--- src/rtl/tv_sweep_capture.sv ---
// rtl/tv_sweep_capture.sv - exhaustive input sweep with truth-table, MISR capture and golden compare
module tv_sweep_capture #(
    parameter int                   N_WIDTH   = 3,
    parameter int                   SETTLE    = 1,
    parameter int                   SIG_WIDTH = 16,
    parameter logic [SIG_WIDTH-1:0] POLY      = 16'h1021,
    parameter logic [SIG_WIDTH-1:0] SEED      = '0
) (
    input  logic                       CK,
    input  logic                       reset,
    input  logic                       start,
    input  logic [(1<<N_WIDTH)-1:0]    golden,
    output logic [N_WIDTH-1:0]         dut_in,
    input  logic                       dut_out,
    output logic                       busy,
    output logic                       done,
    output logic [(1<<N_WIDTH)-1:0]    resp_vec,
    output logic [SIG_WIDTH-1:0]       signature,
    output logic                       mismatch,
    output logic [N_WIDTH:0]           mismatch_count
);

    localparam int                 NVEC          = 1 << N_WIDTH;
    localparam logic [N_WIDTH-1:0] LAST_IDX      = N_WIDTH'(NVEC - 1);
    localparam logic [3:0]         SETTLE_RELOAD = 4'(SETTLE - 1);

    typedef enum logic [1:0] {
        S_IDLE    = 2'd0,
        S_APPLY   = 2'd1,
        S_COMPARE = 2'd2,
        S_DONE    = 2'd3
    } state_t;

    state_t                 state_q, state_d;
    logic [N_WIDTH-1:0]     idx_q, idx_d;
    logic [3:0]             settle_q, settle_d;
    logic                   busy_q, busy_d;
    logic                   done_q, done_d;
    logic [NVEC-1:0]        resp_q, resp_d;
    logic [SIG_WIDTH-1:0]   sig_q, sig_d;
    logic                   mm_q, mm_d;
    logic [N_WIDTH:0]       mmcnt_q, mmcnt_d;

    logic [NVEC-1:0]        diff;
    logic [N_WIDTH:0]       pop;
    logic [SIG_WIDTH-1:0]   sig_step;

    // State and result registers; reset wins over everything else
    always_ff @(posedge CK) begin
        if (reset) begin
            state_q  <= S_IDLE;
            idx_q    <= '0;
            settle_q <= SETTLE_RELOAD;
            busy_q   <= 1'b0;
            done_q   <= 1'b0;
            resp_q   <= '0;
            sig_q    <= SEED;
            mm_q     <= 1'b0;
            mmcnt_q  <= '0;
        end else begin
            state_q  <= state_d;
            idx_q    <= idx_d;
            settle_q <= settle_d;
            busy_q   <= busy_d;
            done_q   <= done_d;
            resp_q   <= resp_d;
            sig_q    <= sig_d;
            mm_q     <= mm_d;
            mmcnt_q  <= mmcnt_d;
        end
    end

    // Compare helpers and the MISR step for the response sampled this cycle
    always_comb begin
        diff = resp_q ^ golden;
        pop  = '0;
        for (int i = 0; i < NVEC; i++) begin
            pop = pop + {{N_WIDTH{1'b0}}, diff[i]};
        end
        sig_step = {sig_q[SIG_WIDTH-2:0], 1'b0}
                 ^ (sig_q[SIG_WIDTH-1] ? POLY : {SIG_WIDTH{1'b0}})
                 ^ {{(SIG_WIDTH-1){1'b0}}, dut_out};
    end

    // Next-state logic: sweep indices, sample responses, then one compare cycle
    always_comb begin
        state_d  = state_q;
        idx_d    = idx_q;
        settle_d = settle_q;
        busy_d   = busy_q;
        done_d   = done_q;
        resp_d   = resp_q;
        sig_d    = sig_q;
        mm_d     = mm_q;
        mmcnt_d  = mmcnt_q;
        case (state_q)
            S_IDLE, S_DONE: begin
                if (start) begin
                    state_d  = S_APPLY;
                    busy_d   = 1'b1;
                    done_d   = 1'b0;
                    mm_d     = 1'b0;
                    mmcnt_d  = '0;
                    idx_d    = '0;
                    resp_d   = '0;
                    sig_d    = SEED;
                    settle_d = SETTLE_RELOAD;
                end
            end
            S_APPLY: begin
                if (settle_q != 4'd0) begin
                    settle_d = settle_q - 4'd1;
                end else begin
                    resp_d[idx_q] = dut_out;
                    sig_d         = sig_step;
                    if (idx_q != LAST_IDX) begin
                        idx_d    = idx_q + N_WIDTH'(1);
                        settle_d = SETTLE_RELOAD;
                    end else begin
                        state_d = S_COMPARE;
                    end
                end
            end
            S_COMPARE: begin
                mm_d    = |diff;
                mmcnt_d = pop;
                state_d = S_DONE;
                busy_d  = 1'b0;
                done_d  = 1'b1;
                idx_d   = '0;
            end
            default: begin
                state_d = S_IDLE;
            end
        endcase
    end

    assign dut_in         = idx_q;
    assign busy           = busy_q;
    assign done           = done_q;
    assign resp_vec       = resp_q;
    assign signature      = sig_q;
    assign mismatch       = mm_q;
    assign mismatch_count = mmcnt_q;

endmodule

--- config.mk ---
export PLATFORM = sky130hd
export DESIGN_NAME = tv_sweep_capture
export DESIGN_NICKNAME = d
export VERILOG_FILES = /design/src/rtl/tv_sweep_capture.sv
export SDC_FILE = /design/constraint.sdc
export NUM_CORES = 1
export LEC_CHECK = 0
export ABC_AREA = 1
export BUFFER_PORTS_ARGS = -buffer_cell sky130_fd_sc_hd__buf_2
export CELL_PAD_IN_SITES_DETAIL_PLACEMENT = 0
export CELL_PAD_IN_SITES_GLOBAL_PLACEMENT = 1
export CORE_ASPECT_RATIO = 1.25
export CORE_MARGIN = 5
export CORE_UTILIZATION = 42
export CTS_CLUSTER_DIAMETER = 30
export DETAILED_ROUTE_END_ITERATION = 6
export PLACE_DENSITY = 0.95
export SLEW_MARGIN = 20
export SYNTH_ARGS = -nofsm -noshare
export SYNTH_HDL_FRONTEND = slang
export SYNTH_SLANG_ARGS = --single-unit
--- constraint.sdc ---
create_clock -name CK -period 9.5 [get_ports CK]
set_input_delay 2.85 -clock CK [delete_from_list [all_inputs] [get_ports CK]]
set_output_delay 2.85 -clock CK [all_outputs]
set_load 0.1 [all_outputs]
==> summary.txt <==
VDD IR-drop max = 0.149 mV
Port Buf Inserts = 45
via count of the first global-routing pass = 1934
effective utilization at floorplan = 0.437
P&R area growth vs syn = 14.8%
number of synthesized flops with an enable pin = 0
post-route antenna net violation count = 0
net count of the finished layout = 379
number of top-level design ports = 46
count of filler cells inserted in the layout = 517
post-synth top area cell = sky130_fd_sc_hd__dfxtp_1
DIE WIDTH = 75.3 um
count of unique library cells instantiated by Yosys = 27
1st-pass router iterations = 4
number of max-cap violations = 0
Pins Over Slew Limit = 0
register share of total power = 0.288
portion of the post-synthesis area used by sequential elements = 0.358
overflow left after global routing = 0
worst-case headroom to the max-slew limit = 0.456
final weighted congestion in routability-driven placement = 0.750
Peak Freq = 0.173 GHz
post-detailed-route DRC marker count = 0
Die ar. = 6890 um2
initial DRC count = 99
area after detailed placement = 2460 um2
leading cell type by number of instances after synthesis = sky130_fd_sc_hd__nand2_1
net switching component of the power = 0.349 mW
power per cell area = 274 nW/um2
portion of total power attributed to combinational logic = 0.513
result of the run = finished clean
ordered list of cells on the worst path = buf_2 -> xnor2_1 -> inv_1 -> fa_1 -> fa_1 -> inv_1 -> fa_1 -> inv_1 -> ha_1 -> inv_1 -> fa_1 -> or2_2 -> a21oi_1
number of synthesis warnings = 0
critical path peak fanout = 2
number of placement rows = 29
Worst Path Required = 9.73 ns
antenna violations before repair = 0
maximum buffer depth of the clock tree = 2
worst skew pair latency = 0.29 ns
detail-routed net length per standard cell = 11.9 um
Layout Cells excl Fill = 415
number of setup violations in the final report = 0
share of synthesized flip-flops with an asynchronous set or reset = 0
Final Worst Setup Slack = 3.73 ns
number of storage elements in the synthesis netlist = 40
Detailed Route WL = 4940 um
cell area after layout = 2570 um2
kind of path behind the tightest hold check = flip-flop to flip-flop
final period utilization = 0.608
Internal Power = 0.354 mW
number of buffers inserted for hold repair after clock tree synthesis = 0
net switching share of the total power = 0.496
net count of the mapped netlist = 340
final critical-path required period = 5.77 ns
Least-Margin Pin Slew = 0.815 ns
number of levels in the clock H-tree = 2
cell area after synthesis = 2240 um2
relative contribution of the clock network to total power = 0.199
element type at the critical path end = flip-flop
clk slew on worst S/H paths = 0.08 ns
post-route setup TNS = 0 ns
CTS tree = built
CP top delay family = adder cells
commonest register cell after synthesis = sky130_fd_sc_hd__dfxtp_1
buffers and inverters on the worst path = 5
Final Hold Viols = 0
worst setup slack after placement = 3.38 ns
synthesized area per cell = 7.14 um2
Clock Skew = 0.00835 ns
Detailed Place HPWL = 3520 um
Setup crit start kind = input pin
cell types with the largest area share after synthesis = sky130_fd_sc_hd__dfxtp_1 36%, sky130_fd_sc_hd__nand2_1 11%, sky130_fd_sc_hd__nand3_1 10%
CP max-delay cell = sky130_fd_sc_hd__fa_1
R2R depth = 12
cell count along the critical path = 13
largest stage delay on the critical path = 0.55 ns
post-route total power = 0.703 mW
number of standard cells after synthesis = 313
placed insts = 407
Core Footprint = 5120 um2
first-pass GRT wire length = 8420 um
kind of critical path = input pin to flip-flop
clock root cell = sky130_fd_sc_hd__clkbuf_8
Hold Path Depth = 2
number of buffers added for setup after CTS = 0
Total Routing Usage GR = 0.152
via density per instance = 4.99
number of buffers created by CTS = 5
WP data arrival = 6.01 ns
total number of vias = 2070
Clock Sink Count = 40
RSZ-0062 raised after global routing = no
die height = 91.6 um
share of Yosys cell area claimed by the top area cell type = 0.358
ratio of cells with drive above 1 in the final layout = 0.167
maximum number of pins on one net before global-route repair = 31
static leakage = 1.24 nW
post-CTS sizing = 0
most instantiated cells after synthesis = 67 x sky130_fd_sc_hd__nand2_1, 46 x sky130_fd_sc_hd__inv_1, 46 x sky130_fd_sc_hd__nand3_1, 40 x sky130_fd_sc_hd__dfxtp_1, 24 x sky130_fd_sc_hd__a21oi_1
antenna fix cells = 0
-- registers in the layout, summed over array words and instances, names as in the netlist --
register / cells
busy: 1
done: 1
dut_in: 3
mismatch: 1
mismatch_count: 4
resp_vec: 8
settle_q: 4
signature: 16
state_q: 2
-- worst paths after layout --
kind	startpoint	to	slack, ns
worst max-delay path	golden[1]	mismatch_count[1]$_SDFFE_PP0P_	3.73
worst min-delay path	done$_SDFFE_PP0P_	done$_SDFFE_PP0P_	0.46
worst max register to register	resp_vec[1]$_SDFFE_PP0P_	mismatch_count[1]$_SDFFE_PP0P_	6.02
worst min register to register	done$_SDFFE_PP0P_	done$_SDFFE_PP0P_	0.46
-- cell type report --
class,instances,area [um2],area share
repair buffers,46,233,0.0907
clock buffers,6,72.6,0.0283
multi-input cells,212,1170,0.455
well taps,62,77.6,0.0302
inverters,47,179,0.0697
clock inverters,2,35.0,0.0137
flip-flops and latches,40,801,0.312
-- logic make-up after synthesis --
kind of cell | synth area share
xor+xnor | 0.0235
buf+inv | 0.119
fa+ha+maj | 0.0974
simple gates | 0.294
compound gates | 0.107
flops | 0.358
-- through the flow --
stage	utilization	hold slack [ns]
floorplan	-	0.452
global placement	0.481	0.451
detailed placement	0.481	0.452
CTS	0.502	0.465
global route	0.502	0.483
finish	0.502	0.464
-- worst reg2reg max path, cell delays in order (launching register included) --
cell,delay [ns]
sky130_fd_sc_hd__dfxtp_1,0.34
sky130_fd_sc_hd__xnor2_1,0.22
sky130_fd_sc_hd__inv_1,0.09
sky130_fd_sc_hd__fa_1,0.49
sky130_fd_sc_hd__fa_1,0.55
sky130_fd_sc_hd__inv_1,0.06
sky130_fd_sc_hd__fa_1,0.54
sky130_fd_sc_hd__inv_1,0.04
sky130_fd_sc_hd__ha_1,0.20
sky130_fd_sc_hd__inv_1,0.07
sky130_fd_sc_hd__fa_1,0.41
sky130_fd_sc_hd__or2_2,0.30
sky130_fd_sc_hd__a21oi_1,0.11
-- metal layers --
metal | share of wire | vias up | global-route usage
li1 | - | 1087 | -
met4 | 0.012 | 0 | 0.0394
met2 | 0.48 | 48 | 0.257
met1 | 0.44 | 930 | 0.188
met5 | 0 | - | 0
met3 | 0.066 | 5 | 0.0409
-- power groups by stage --
stage / Sequential, mW / Clock, mW / Combinational [mW]
2_1_floorplan: 0.296 / 0 / 0.236
3_3_place_gp: 0.206 / 0 / 0.357
3_5_place_dp: 0.206 / 0 / 0.364
4_1_cts: 0.202 / 0.143 / 0.365
5_1_grt: 0.205 / 0.147 / 0.406
6_report: 0.202 / 0.140 / 0.360
-- cell usage in the layout, fill, tap and decap left out --
cell type,count
sky130_fd_sc_hd__nor3_1,2
sky130_fd_sc_hd__buf_2,45
sky130_fd_sc_hd__buf_4,1
sky130_fd_sc_hd__inv_4,1
sky130_fd_sc_hd__clkbuf_8,5
sky130_fd_sc_hd__nor2_4,1
sky130_fd_sc_hd__nand2_4,1
sky130_fd_sc_hd__o22ai_1,3
sky130_fd_sc_hd__nand3_1,46
sky130_fd_sc_hd__dfxtp_1,40
sky130_fd_sc_hd__fa_1,4
sky130_fd_sc_hd__bufinv_16,1
sky130_fd_sc_hd__ha_1,11
sky130_fd_sc_hd__clkinv_2,1
sky130_fd_sc_hd__clkbuf_1,1
sky130_fd_sc_hd__or2_1,1
sky130_fd_sc_hd__nand2_2,1
sky130_fd_sc_hd__nor2_1,15
sky130_fd_sc_hd__and2_1,1
sky130_fd_sc_hd__a21oi_1,24
sky130_fd_sc_hd__xor2_1,3
sky130_fd_sc_hd__nand4_1,10
sky130_fd_sc_hd__xnor2_1,3
sky130_fd_sc_hd__a21oi_4,1
sky130_fd_sc_hd__o21ai_1,10
sky130_fd_sc_hd__inv_1,46
sky130_fd_sc_hd__nand2_1,67
sky130_fd_sc_hd__o21ai_0,7
sky130_fd_sc_hd__or2_2,1
No activity file was read; power rests on OpenSTA's default activity.
